==> config.mk <==
export PLATFORM = sky130hd
export DESIGN_NAME = imem_arbiter
export DESIGN_NICKNAME = d
export VERILOG_FILES = /design/src/rtl/imem_arbiter_pkg.sv /design/src/rtl/imem_arbiter.sv
export SDC_FILE = /design/constraint.sdc
export NUM_CORES = 1
export LEC_CHECK = 0
export ABC_AREA = 1
export CAP_MARGIN = 20
export CELL_PAD_IN_SITES_DETAIL_PLACEMENT = 1
export CELL_PAD_IN_SITES_GLOBAL_PLACEMENT = 1
export CORE_MARGIN = 5
export CORE_UTILIZATION = 16
export DETAILED_ROUTE_END_ITERATION = 8
export GPL_TIMING_DRIVEN = 0
export HOLD_SLACK_MARGIN = 0.12
export PLACE_DENSITY_LB_ADDON = 0.1
export SETUP_SLACK_MARGIN = 0.4
export SLEW_MARGIN = 20
export SYNTH_ARGS = -nofsm -noshare
export SYNTH_HDL_FRONTEND = slang
export SYNTH_SLANG_ARGS = --single-unit
==> constraint.sdc <==
create_clock -name clk -period 5.08 [get_ports clk]
set_clock_uncertainty 0.15 [all_clocks]
set_input_delay 1.27 -clock clk [delete_from_list [all_inputs] [get_ports clk]]
set_output_delay 1.27 -clock clk [all_outputs]
set_load 0.05 [all_outputs]
==> src/rtl/imem_arbiter_pkg.sv <==
// Shared types for the instruction-memory arbiter: port identifiers, the
// response-stage record and the address legality helper.
package types;

  typedef logic [31:0] u32_t;

  typedef enum logic {
    PORT_F = 1'b0,
    PORT_L = 1'b1
  } imem_port_e;

  typedef struct packed {
    logic       valid;
    imem_port_e port;
    logic       err;
    logic       is_write;
  } imem_rsp_t;

  // Starvation counter width; covers the full 1..255 limit range.
  localparam int STARVE_W = 8;

  // Misaligned or out-of-range byte addresses never reach the array.
  function automatic logic addr_bad(input u32_t addr, input u32_t limit);
    return (addr[1:0] != 2'b00) || (addr >= limit);
  endfunction

endpackage

==> src/rtl/imem_arbiter.sv <==
// Single-port IMEM arbiter between fetch (F) and debug/boot loader (L):
// fetch-priority grant with starvation bound, loader lock, one-cycle response.
module imem_arbiter
  import types::*;
#(
  parameter int STARVE_LIMIT = 8,
  parameter int DEPTH_WORDS  = 256
) (
  input  logic                           clk,
  input  logic                           rst_n,
  input  logic                           f_req,
  input  u32_t                           f_addr,
  output logic                           f_gnt,
  output logic                           f_rvalid,
  output u32_t                           f_rdata,
  output logic                           f_err,
  input  logic                           l_req,
  input  logic                           l_we,
  input  u32_t                           l_addr,
  input  u32_t                           l_wdata,
  input  logic                           l_lock,
  output logic                           l_gnt,
  output logic                           l_rvalid,
  output u32_t                           l_rdata,
  output logic                           l_err,
  output logic                           mem_en,
  output logic                           mem_we,
  output logic [$clog2(DEPTH_WORDS)-1:0] mem_idx,
  output u32_t                           mem_wdata,
  input  u32_t                           mem_rdata
);

  localparam int                  IDX_W      = $clog2(DEPTH_WORDS);
  localparam u32_t                ADDR_LIMIT = u32_t'(4 * DEPTH_WORDS);
  localparam logic [STARVE_W-1:0] LIMIT      = STARVE_W'(STARVE_LIMIT);

  logic [STARVE_W-1:0] starve_cnt;
  logic [STARVE_W-1:0] starve_nxt;
  imem_rsp_t           rsp_q;
  imem_rsp_t           rsp_d;
  logic                grant_f;
  logic                grant_l;
  logic                sel_bad;
  u32_t                sel_addr;
  u32_t                rsp_data;

  // Grant, array drive, next response record and next starvation count.
  // L wins when locked, when F is idle, or once F has used up its budget.
  always_comb begin
    grant_f    = 1'b0;
    grant_l    = 1'b0;
    sel_addr   = '0;
    sel_bad    = 1'b0;
    f_gnt      = 1'b0;
    l_gnt      = 1'b0;
    mem_en     = 1'b0;
    mem_we     = 1'b0;
    mem_idx    = '0;
    mem_wdata  = '0;
    rsp_d      = '0;
    starve_nxt = starve_cnt;

    if (rst_n) begin
      grant_l = l_req && (l_lock || !f_req || (starve_cnt == LIMIT));
      grant_f = f_req && !l_lock && !grant_l;
    end

    sel_addr = grant_l ? l_addr : f_addr;
    sel_bad  = addr_bad(sel_addr, ADDR_LIMIT);
    f_gnt    = grant_f;
    l_gnt    = grant_l;

    if ((grant_f || grant_l) && !sel_bad) begin
      mem_en    = 1'b1;
      mem_we    = grant_l && l_we;
      mem_idx   = sel_addr[IDX_W+1:2];
      mem_wdata = l_wdata;
    end

    if (grant_f || grant_l) begin
      rsp_d.valid    = 1'b1;
      rsp_d.port     = grant_l ? PORT_L : PORT_F;
      rsp_d.err      = sel_bad;
      rsp_d.is_write = grant_l && l_we;
    end

    if (!l_req || grant_l) begin
      starve_nxt = '0;
    end else if (grant_f && (starve_cnt != LIMIT)) begin
      starve_nxt = starve_cnt + 1'b1;
    end
  end

  always_ff @(posedge clk) begin
    if (!rst_n) begin
      starve_cnt <= '0;
      rsp_q      <= '0;
    end else begin
      starve_cnt <= starve_nxt;
      rsp_q      <= rsp_d;
    end
  end

  // Route the registered response to its owner; held at zero during reset
  // so a response in flight when reset arrives is dropped.
  always_comb begin
    f_rvalid = 1'b0;
    f_rdata  = '0;
    f_err    = 1'b0;
    l_rvalid = 1'b0;
    l_rdata  = '0;
    l_err    = 1'b0;
    rsp_data = (rsp_q.err || rsp_q.is_write) ? '0 : mem_rdata;

    if (rst_n && rsp_q.valid) begin
      if (rsp_q.port == PORT_F) begin
        f_rvalid = 1'b1;
        f_rdata  = rsp_data;
        f_err    = rsp_q.err;
      end else begin
        l_rvalid = 1'b1;
        l_rdata  = rsp_data;
        l_err    = rsp_q.err;
      end
    end
  end

endmodule

# ---- Yosys cells after proc, flatten, opt, wreduce, memory -nomap -nowiden
# Index checks and enable logic that the tools add are counted.
dict set report totals {
  regBits 12
  in_bits 134
  output_inout_bits 112
  elab_cells 53
}
dict set report classes {
  addsub 1
  order_cmp 1
  n_eq_ne 2
  n_mux 22
  n_bitwise 1
  reduce_logical 21
}
# cell count
set op_table {}
lappend op_table {{$mux W32} 7}
lappend op_table {{$ge A32 B11 Y1 const B} 1}
lappend op_table {{$mux W1} 13}
lappend op_table {{$add A8 B1 Y8 const B} 1}
lappend op_table {{$eq A8 B4 Y1 const B} 1}
lappend op_table {{$mux W8} 1}
lappend op_table {{$ne A8 B4 Y1 const B} 1}
lappend op_table {{$logic_and A1 B1 Y1} 7}
lappend op_table {{$logic_or A1 B1 Y1} 6}
lappend op_table {{$logic_not A1 Y1} 5}
lappend op_table {{$mux W4} 1}
lappend op_table {{$reduce_and A2 Y1} 1}
lappend op_table {{$reduce_bool A2 Y1} 1}
lappend op_table {{$reduce_or A2 Y1} 1}
lappend op_table {{$not A1 Y1} 1}

# ---- Logic depth before layout (Yosys ltp)
# Gate-level depths: netlist of the first run.
dict set report logic_depth {
  word_depth 11
  depth_mapped 11
  ltp_nobuf 10
}

# ---- Least setup slack after synthesis of the first run
# OpenSTA, ideal clock, no wires.
dict set report synth_timing {
  kind {input to output}
  start {in rst_n}
  end {out f_rdata[10]}
  arrival_time_ns 3.122
  t_required_ns 3.660
  path_slack_ns 0.538
  cell_stages 5
  n_path_buf 1
  path_cell_list {nand2_1 nor2_1 inv_1 buf_1 nor2_1}
}
dict set report synth_between {
  elab_chain_cells 2
}
# item line
set synth_rtl {}
lappend synth_rtl {{from (decl)} imem_arbiter.sv:10} ;# input logic rst_n,
lappend synth_rtl {{$logic_and A1 B1 Y1} imem_arbiter.sv:115} ;# if (rst_n && rsp_q.valid) begin
lappend synth_rtl {{$mux W32} imem_arbiter.sv:115}
lappend synth_rtl {{to (decl)} imem_arbiter.sv:15} ;# output u32_t f_rdata,
# Every way passes these cells.

# ---- Final worst setup path of the first run
dict set report layout_timing {
  start {in f_req}
  end {out mem_idx[7]}
}
dict set report layout_between {
  elab_chain_cells 11
  word_cells_on_any_way 17
  cone_classes {order compare (1); mux (4); reduce/logical (12)}
}
# item line
set layout_rtl {}
lappend layout_rtl {{from (decl)} imem_arbiter.sv:11} ;# input logic f_req,
lappend layout_rtl {{$logic_not A1 Y1} imem_arbiter.sv:64} ;# grant_l = l_req && (l_lock || !f_req || (starve_cnt == LIMIT));
lappend layout_rtl {{$logic_or A1 B1 Y1 (2 in a row)} imem_arbiter.sv:64}
lappend layout_rtl {{$logic_and A1 B1 Y1} imem_arbiter.sv:64}
lappend layout_rtl {{$mux W1} imem_arbiter.sv:63} ;# if (rst_n) begin
lappend layout_rtl {{$mux W32} imem_arbiter.sv:68} ;# sel_addr = grant_l ? l_addr : f_addr;
lappend layout_rtl {{$ge A32 B11 Y1 or $reduce_bool A2 Y1 (tied branches)} imem_arbiter_pkg.sv:24} ;# return (addr[1:0] != 2'b00) || (addr >= limit);
lappend layout_rtl {{$logic_or A1 B1 Y1} imem_arbiter_pkg.sv:24}
lappend layout_rtl {{$logic_not A1 Y1} imem_arbiter.sv:73} ;# if ((grant_f || grant_l) && !sel_bad) begin
lappend layout_rtl {{$logic_and A1 B1 Y1} imem_arbiter.sv:73}
lappend layout_rtl {{$mux W8 (*)} imem_arbiter.sv:73}
lappend layout_rtl {{to (decl)} imem_arbiter.sv:28} ;# output logic [$clog2(DEPTH_WORDS)-1:0] mem_idx,
# Every way passes the cells marked *; elsewhere a longest branch is shown, timed or not.

==> results.toml, run 1 <==
[place]
place.gp.congestion = 0.765
io_buffers = 245
dp_hpwl_um = 9480
dp.cells = 760

[clock_network]
cts_made_buffers = 3
root_buffer = "clkbuf_16"
insertion_delay_ps = 240
cts_sinks = 12
htreeDepth = 1
cts_tree = "built"
clk_pin_slew_ps = 40
clk_path_buf_depth = 2

[synth]
syn_nets = 483
ys_seq_elements = 12
synth.distinct_cells = 22
avgSynthCellArea_sq_um = 5.72
syn_area_sq_um = 1990
netlist_instances = 347
ys_seq_area_frac = 0.121
yosysWarnings = 0

[outcome]
status = "completed"

[pwr]
clkPwrFrac = 0.325
vdd_drop_max_v = 0.0000808
p_leak_uw = 0.00227
switching_power_uw = 155
swShare = 0.317
p_int_uw = 335
combPwrFrac = 0.476
powerDensity_nw_per_um2 = 109
pwr-share-seq = 0.200

[timing]
grt_setup_unrepaired = "yes"
maxSlewViolCount = 0
hold_viol = 0
fin_crit_sh = 0.908
max_freq_ghz = 0.217
worst_pin_slew_ps = 556
layout_min_cycle_time_ps = 4610
finalSetupViolations = 0
relSlewSlack = 0.629
holdWs_ps = 310

[routing]
drc = 0
vias_per_cell = 3.83
antenna_left = 0
wl_per_cell_um = 13.7
first_pass_iters = 3
vias = 2931
wl_um = 10500
drt_iter0_drc = 44

[final_layout]
area_growth_pct = 126
fin_cells = 766
drive_gt1_frac = 0.174
nNetsFinal = 735
fill_cells = 1578
antenna_cells = 0

[critical_path]
critPathMostFrequentCell = "inv_1"
cp_cell_sequence = "clkdlybuf4s50_1 > inv_1 > nor2_1 > inv_1 > o21ai_4 > buf_4 > nand2_1 > nand2_1 > inv_1 > nor2_1 > clkdlybuf4s15_1"
critPathLaunchType = "input pin"
crit_path_start = "f_req"
setup.worst_path.class = "input pin to output port"
crit_arrival_ps = 3190
cpMaxStageDelayCell = "clkdlybuf4s15_1"
reg2reg_to = "starve_cnt[4]"
crit_path_max_incr_delay_ps = 540
r2r-start = "starve_cnt[0]"
path_max_fanout = 9
rrSetupSlack_ps = 3300
worstSetupEndpointType = "output port"
r2r_cells = 9
required_ps = 3660

[floorplan]
fp-row-count = 40
die_y_um = 121
ios = 246
die_x_um = 121
initial_core_util = 0.164
core_area_sq_um = 12100
die_area_sq_um = 14700

[grt]
grt_pass1_wl_um = 15700
grt_pass1_vias = 3116
gr-total-overflow = 0
grt_max_degree = 11
grt_util_all_layers = 0.133
antenna_found_initial = 0

[run]
maxCapViolCount = 0

[hold_path]
hold_class = "flip-flop to flip-flop"
worstHoldStart = "starve_cnt[0]"
min_path_cells = 1
holdPathEnd = "starve_cnt[0]"
==> cells in the final DEF, fill, tap and decap left out, types with 3 or more instances in the layout <==
cell,instances
clkdlybuf4s50_1,143
nor2_1,111
nand2_1,83
inv_1,55
dlygate4sd2_1,53
nor2_4,41
buf_2,40
dfxtp_1,12
a21oi_1,7
clkdlybuf4s15_1,7
clkbuf_1,6
nand2_2,4
buf_12,4
nand3_1,4
nand4_1,3
buf_1,3
clkbuf_16,3
==> routing by layer <==
| layer | share of wire | up-vias | GRT usage |
|---|---|---|---|
| li1 | - | 1497 | - |
| met1 | 0.35 | 1262 | 0.134 |
| met2 | 0.51 | 158 | 0.252 |
| met3 | 0.12 | 14 | 0.0513 |
| met4 | 0.020 | 0 | 0.0385 |
| met5 | 0 | - | 0 |
==> cells in the mapped netlist <==
cell type,n,share of area
a21oi_1,7,0.018
buf_1,3,0.0057
buf_12,4,0.040
clkbuf_1,6,0.011
dfxtp_1,12,0.12
ha_1,2,0.013
inv_1,55,0.10
inv_2,1,0.0019
nand2_1,83,0.16
nand2_2,4,0.013
nand2_4,2,0.011
nand3_1,4,0.010
nand3_2,1,0.0050
nand4_1,3,0.0095
nor2_1,111,0.21
nor2_2,2,0.0063
nor2_4,41,0.23
nor2_8,1,0.010
o21ai_2,1,0.0044
o21bai_1,1,0.0038
xnor2_1,2,0.0088
xor2_1,1,0.0044
==> power by group through the flow <==
stage | Sequential [uW] | Clock, uW | Combinational, uW
after global routing | 97.9 | 171 | 252
after floorplan | 99.2 | 0 | 101
after detailed placement | 99.6 | 0 | 240
after global placement | 99.5 | 0 | 236
final | 97.9 | 159 | 233
after CTS | 97.8 | 164 | 236
==> area by class of cell <==
class | count | area (sq um) | share of cell area
clock buffer | 4 | 88.8 | 0.0198
tap | 168 | 210 | 0.0468
inverter | 56 | 210 | 0.0468
sequential | 12 | 240 | 0.0535
buffer | 13 | 114 | 0.0254
timing repair buffer | 247 | 2200 | 0.490
multi-input combinational | 266 | 1430 | 0.318
==> worst max-delay path, delay by kind of cell <==
| kind | cells | cell delay, ps |
|---|---|---|
| buffers and inverters | 6 | 1380 |
| AO/OA/AOI/OAI | 1 | 170 |
| AND/OR/NAND/NOR | 4 | 360 |
==> sequential cells by signal, summed over array words and instances (netlist names) <==
signal and count:
rsp_q 4, starve_cnt 8
==> what timing repair did <==
item	4_1_cts	5_1_grt
pin swaps	2	1
hold endpoints to repair	0	0
gates cloned	0	0
hold buffers	0	0
endpoints found under the setup margin	101	19
resized for setup	242	30
setup buffers	1	1
==> cells by family after synthesis <==
family | share of synthesized area
AOI/OAI and AO/OA | 0.0258
xor gates and xnor gates | 0.0132
adders and majority gates | 0.0126
buffers and inverters | 0.163
DFF | 0.121
and+or+nand+nor | 0.664
==> worst max-delay path by stage <==
stage | end | slack, ps
global route | mem_idx[7] | 280
finish | mem_idx[7] | 470
detailed placement | mem_wdata[14] | -310
floorplan | f_rdata[10] | 540
CTS | mem_idx[7] | 400
global placement | mem_wdata[25] | -340
==> metrics by stage <==
stage | area, sq um | setup TNS [ps] | setup slack [ps] | utilization | total power, uW
finish | 4490 | 0 | 469 | 0.371 | 491
global route | 4490 | 0 | 282 | 0.371 | 521
CTS | 4540 | 0 | 401 | 0.375 | 498
detailed placement | 4650 | -11510 | -312 | 0.384 | 340
global placement | 4650 | -12340 | -336 | 0.384 | 335
floorplan | 1990 | 0 | 538 | - | 200
(Power assumes the default switching activity.)
==> run 2, diff against run 1 <==
ABC_AREA = default   (was 1)
CAP_MARGIN = 5   (was 20)
==> run 2 against run 1 <==
First-iteration DRC count increased by 95%. Die area shrank 4.5%. Highest routed layer unchanged. Setup slack got worse by 9.0 ps. Non-clock buffer count up 21. Critical path depth fell by 3. Core utilization is 3.1 points higher.
==> results.toml, run 2 <==
[grt]
met1_usage = 0.155
gr-total-overflow = 0
gr-usage-met2 = 0.295
grt_pass1_vias = 3312
met3_usage = 0.0602
grt_pass1_wl_um = 17800
top_usage_layer = "met2"
grt_util_all_layers = 0.153
grt_max_degree = 11
antenna_found_initial = 0

[clock_network]
cts_made_buffers = 3
root_buffer = "clkbuf_16"
htreeDepth = 1
cts_tree = "built"
insertion_delay_ps = 240
cts_sinks = 12
clk_pin_slew_ps = 40
clk_path_buf_depth = 2
cts_hold_buf = 0

[floorplan]
die_area_sq_um = 14100
fp-row-count = 39
ios = 246
core_area_sq_um = 11500
initial_core_util = 0.164
die_x_um = 119
die_y_um = 119

[synth]
yosysTopAreaCell = "and3_1"
syn_nets = 407
synth_edf_count = 0
avgSynthCellArea_sq_um = 6.97
syn_area_sq_um = 1890
synthArstFlopShare = 0
synth.most_common_cell = "and3_1"
ys_seq_elements = 12
netlist_instances = 271
yosys_most_used_dff = "dfxtp_1"
ys_seq_area_frac = 0.127
yosysTopAreaCellShare = 0.248
yosysWarnings = 0
synth.distinct_cells = 34
synth_common_cells = "75 x and3_1, 35 x nand2_1, 30 x a21oi_2, 23 x clkbuf_1"
ys_top_cells_by_area = "and3_1 25%, a21oi_2 14%, dfxtp_1 13%"

[routing]
antenna_left = 0
wl_um = 12100
first_pass_iters = 4
wl_per_cell_um = 18.0
drt_iter0_drc = 86
vias_per_cell = 4.58
drc = 0
vias = 3076

[timing]
relSlewSlack = 0.558
maxSlewViolCount = 0
tns_ps = 0
fin_crit_sh = 0.910
hold_viol = 0
max_freq_ghz = 0.216
finalSetupViolations = 0
grt_setup_unrepaired = "yes"
layout_min_cycle_time_ps = 4620
worst_pin_slew_ps = 660

[critical_path]
cp_top_family = "buffers and inverters"
required_ps = 3660
path_max_fanout = 7
crit_path_max_incr_delay_ps = 550
cp_cell_sequence = "clkdlybuf4s50_1 > or4_4 > nor2_4 > nand4_4 > buf_12 > clkbuf_16 > a21oi_2 > buf_6"
crit_arrival_ps = 3200
worstSetupEndpointType = "output port"
cpMaxStageDelayCell = "or4_4"
crit_buf_inv = 4
critPathLaunchType = "input pin"
setup.worst_path.class = "input pin to output port"

[final_layout]
regMostFlops = "starve_cnt"
area_growth_pct = 145
fill_cells = 1417
drive_gt1_frac = 0.335
antenna_cells = 0
largest_reg_flops = 8
reg_top3 = "starve_cnt: 8 flops, rsp_q: 4 flops"
final_util = 0.402
layout_commonest_cell = "clkdlybuf4s50_1"
final_cell_mix = "131 x clkdlybuf4s50_1, 75 x and3_1, 53 x clkbuf_2"
fin_cells = 671
nNetsFinal = 665

[run]
maxCapViolCount = 0

[place]
io_buffers = 245
place.gp.congestion = 0.789
dp_hpwl_um = 10000
dp.cells = 659

[outcome]
status = "completed"

[pwr]
p_leak_uw = 0.00219
vdd_drop_max_v = 0.0000724
powerDensity_nw_per_um2 = 104

[hold_path]
hold_class = "flip-flop to flip-flop"
-- run 2: cell count changes after synthesis, sizes merged, moves of 2 or more --
cell,previous run,this run
nor2,155,14
and3,0,77
nand2,89,36
inv,56,4
a21oi,7,42
clkbuf,6,24
nor4,0,9
nand4,3,11
o2111ai,0,8
or4,0,4
xor2,1,5
and4,0,3
and2,0,2
nand3,5,3
-- run 2: path summary, 6_finish.rpt --
check	end	slack, ps	start	cells past startpoint
worst max-delay path	mem_wdata[18]	460	l_addr[27]	8
worst max register to register	rsp_q[1]	3070	starve_cnt[0]	6
worst min register to register	starve_cnt[0]	350	starve_cnt[0]	1
worst min-delay path	starve_cnt[0]	350	starve_cnt[0]	1
-- run 2: kinds of logic (layout without fill, tap and decap cells) --
kind of cell | after synthesis | in the layout | synth area share
buffers and inverters | 35 | 290 | 0.0940
adder cells (fa/ha/maj) | 2 | 2 | 0.0132
flip-flops | 12 | 12 | 0.127
AO/OA/AOI/OAI | 54 | 54 | 0.240
XOR/XNOR | 6 | 6 | 0.0278
AND/OR/NAND/NOR | 162 | 164 | 0.498
-- run 2: metrics by stage --
| stage | total power [uW] | cell area (sq um) | setup slack [ps] | hold slack [ps] |
|---|---|---|---|---|
| 2_1_floorplan | 178 | 1890 | 527 | 303 |
| 3_3_place_gp | 314 | 4520 | -454 | 339 |
| 3_5_place_dp | 318 | 4520 | -505 | 341 |
| 4_1_cts | 479 | 4510 | 158 | 351 |
| 5_1_grt | 503 | 4630 | 387 | 392 |
| 6_report | 480 | 4630 | 460 | 346 |
-- run 2: cell type report --
type / count / area, sq um / area share
Multi-Input combinational cell: 226 / 1620 / 0.349
Clock buffer: 4 / 88.8 / 0.0192
Buffer: 30 / 191 / 0.0414
Inverter: 5 / 18.8 / 0.00405
Timing Repair Buffer: 251 / 2300 / 0.496
Tap cell: 143 / 179 / 0.0386
Sequential cell: 12 / 240 / 0.0519
-- run 2: report_power, final --
part           switching [uW]  total, uW  internal (uW)
combinational             101        218            117
clock                    44.2        163            119
sequential               1.39       97.9           96.5
total                     147        480            333
-- run 2: repair_timing --
item,in CTS,in global routing
setup buffers,2,2
gates cloned,0,4
pin swaps,1,7
resized for setup,332,150
endpoints found under the setup margin,112,101
-- run 2: routing by layer --
layer	vias up	part of all wire	wire length [um]
met1	1386	0.38	4570
met2	167	0.51	6130
met4	0	0.011	136
met3	8	0.10	1230
li1	1515	-	-
met5	-	0	0
==> run 3, diff against run 2 <==
CAP_MARGIN = 30   (was 5)
==> results of run 3 <==
The final DEF is identical to that of run 2; final timing and power are the same.
==> patch: new RTL, settings of run 3 <==
Set the parameter `DEPTH_WORDS` to 128 (it was 256).
--- a/src/rtl/imem_arbiter.sv
+++ b/src/rtl/imem_arbiter.sv
@@ -4,7 +4,7 @@
   import types::*;
 #(
   parameter int STARVE_LIMIT = 8,
-  parameter int DEPTH_WORDS  = 256
+  parameter int DEPTH_WORDS  = 128
 ) (
   input  logic                           clk,
   input  logic                           rst_n,
Interface: changed (resized mem_idx); port bits go from 246 to 245. No check against the original RTL was run, so the function may have changed too.
==> patch against run 3 <==
Synthesized area fell by 1.2%; worst setup slack worse by 0.021 ns; combinational power grew 4%; die area is 1.1% lower; first-iteration DRC count fell by 15%; non-clock buffer count decreased by 3; final area fell by 0.86%; wire length is 0.75% higher; total power rose by 1.1%; sequential cell count did not move; largest power group unchanged.
==> patch: results (changes against run 3) <==
Setup path
  – Highest net fanout along the worst path: 10 (+3)
  – Number of cells on the worst reg-to-reg path: 7 (+1)
  – Reg-to-Reg End: rsp_q[1]$_SDFF_PN0_
  – Worst reg2reg setup slack: 2.77 ns (-0.30 ns)
  – WP data arrival: 3.22 ns (+0.02 ns)
  – Critical-path top delay cell: a2111o_2

GRT
  – Grt met2 use: 0.308 (+0.0131)
  – Initial antenna violation count: 0 (unchanged)
  – Largest net degree at the start of global routing: 11 (unchanged)
  – First-pass GRT wire length: 19,000 um (+6.8%)
  – Vias in the first global route: 3,341 (+0.88%)
  – Tot GR Track Use: 0.164 (+0.0104)
  – Most Crowded Layer GR: met2
  – GR Util met3: 0.0586 (-0.00155)
  – GRT met1 Usage: 0.179 (+0.0236)

Placed design
  – GPL Wtd Cong: 0.753 (-4.6%)
  – # port buffers: 244 (-0.41%)
  – Placed instance area: 4490 sq um (-0.72%)
  – Setup Slack @ Placement: -0.574 ns (-0.0690 ns)
  – Post-DP HPWL: 10,400 um (+3.2%)

CTS
  – # Post-CTS Setup Buffers: 6 (+4)
  – Worst-skew pair later-pin latency: 0.24 ns (about the same)
  – CTS resizes: 308 (-7.2%)
  – Cts bufs inserted: 3 (unchanged)
  – Clk root buf: clkbuf_16

Power
  – Peak supply drop: 0.0590 mV (-18%)
  – Internal power: 0.333 mW (about the same)
  – Switching power: 0.152 mW (+3.6%)
  – Combinational Power Share: 0.468 (+0.013)
  – Leakage power: 2.18 nW (-0.48%)
  – Switching power share of the total: 0.314 (+0.00743)

Timing
  – Worst-Margin Slew: 0.701 ns (+0.0408 ns)
  – Hold Slack: 0.364 ns (+0.0177 ns)

Hold path
  – Worst hold path class: reg -> reg
  – Hold Crit Depth: 1 (unchanged)
  – Worst Hold End: starve_cnt[0]$_SDFFE_PP0P_
  – Min-delay src: starve_cnt[0]$_SDFFE_PP0P_

Logic synthesis
  – Cells after synthesis: 278 (+2.6%)
  – Synthesized net count: 414 (+1.7%)
  – Yosys cell types: 28 (-18%)
  – Top cells by area, synth: and3_1 23%, a21oi_2 14%, dfxtp_1 13%
  – Most used DFF post-synth: dfxtp_1
  – Synth warn: 0 (unchanged)
  – Sequential-to-total area share from yosys stat: 0.129 (+0.00153)
  – Top post-synthesis cells by count: 70 x and3_1, 45 x nand2_1, 30 x a21oi_2, 20 x clkbuf_1, 18 x nor4_1

Layout
  – Layout cells sized above 1: 0.199 (-0.136)
  – Nets: 670 (+0.75%)
  – # diodes: 0 (unchanged)
  – Fill cells: 1,382 (-2.5%)
  – Non-Filler Instances: 676 (+0.75%)
  – Multi-input gate area: 1570 sq um (-2.6%)

Routing
  – Violation count after the first detailed-route iteration: 73 (-15%)
  – Met1 Wirelength: 4670 um (+2.3%)
  – Met2 wire length: 6190 um (+0.85%)
  – Drt wl/cell: 18.0 um (about the same)
  – Top Metal Used: met4
  – DR WL met3: 1230 um (+0.33%)
  – Via density: 4.61 (+0.55%)

Status
  – Run status: complete, no violations
## patch: cell type report
| type | instances | area share |
|---|---|---|
| clock buffer | 4 | 0.0194 |
| sequential | 12 | 0.0523 |
| tap | 143 | 0.0390 |
| buffer | 27 | 0.0327 |
| multi-input combinational | 233 | 0.343 |
| inverter | 6 | 0.00491 |
| timing repair buffer | 251 | 0.509 |
## patch: power by group through the flow
stage          registers, mW  clock network [mW]  logic [mW]
6_report              0.0980               0.160       0.227
5_1_grt               0.0982               0.167       0.244
2_1_floorplan         0.0992                   0      0.0856
3_5_place_dp          0.0997                   0       0.231
4_1_cts               0.0980               0.164       0.225
3_3_place_gp          0.0996                   0       0.228
## patch: cell families (layout without fill, tap and decap cells)
group | Yosys count | in the layout | share of synthesized area
and+or+nand+nor | 171 | 171 | 0.507
AOI/OAI and AO/OA | 55 | 55 | 0.245
buffers and inverters | 33 | 288 | 0.0824
DFF | 12 | 12 | 0.129
xor gates and xnor gates | 5 | 5 | 0.0235
adders and majority gates | 2 | 2 | 0.0134
## patch: worst max-delay path by stage
stage | startpoint | end | slack (ns)
6_report | f_addr[19] | mem_wdata[27] | 0.44
2_1_floorplan | f_addr[31] | mem_wdata[0] | 0.56
3_3_place_gp | rst_n | mem_wdata[27] | -0.54
5_1_grt | f_addr[19] | mem_wdata[27] | 0.38
3_5_place_dp | rst_n | mem_wdata[7] | -0.57
4_1_cts | f_addr[13] | mem_wdata[27] | 0.25
## patch: worst reg2reg max path: stages (launching register included)
cell and delay (ns):
dfxtp_1 0.40, inv_1 0.06, ha_1 0.19, nor4bb_4 0.19
a211o_1 0.28, buf_6 0.13, a2111o_2 0.57, and3_1 0.23
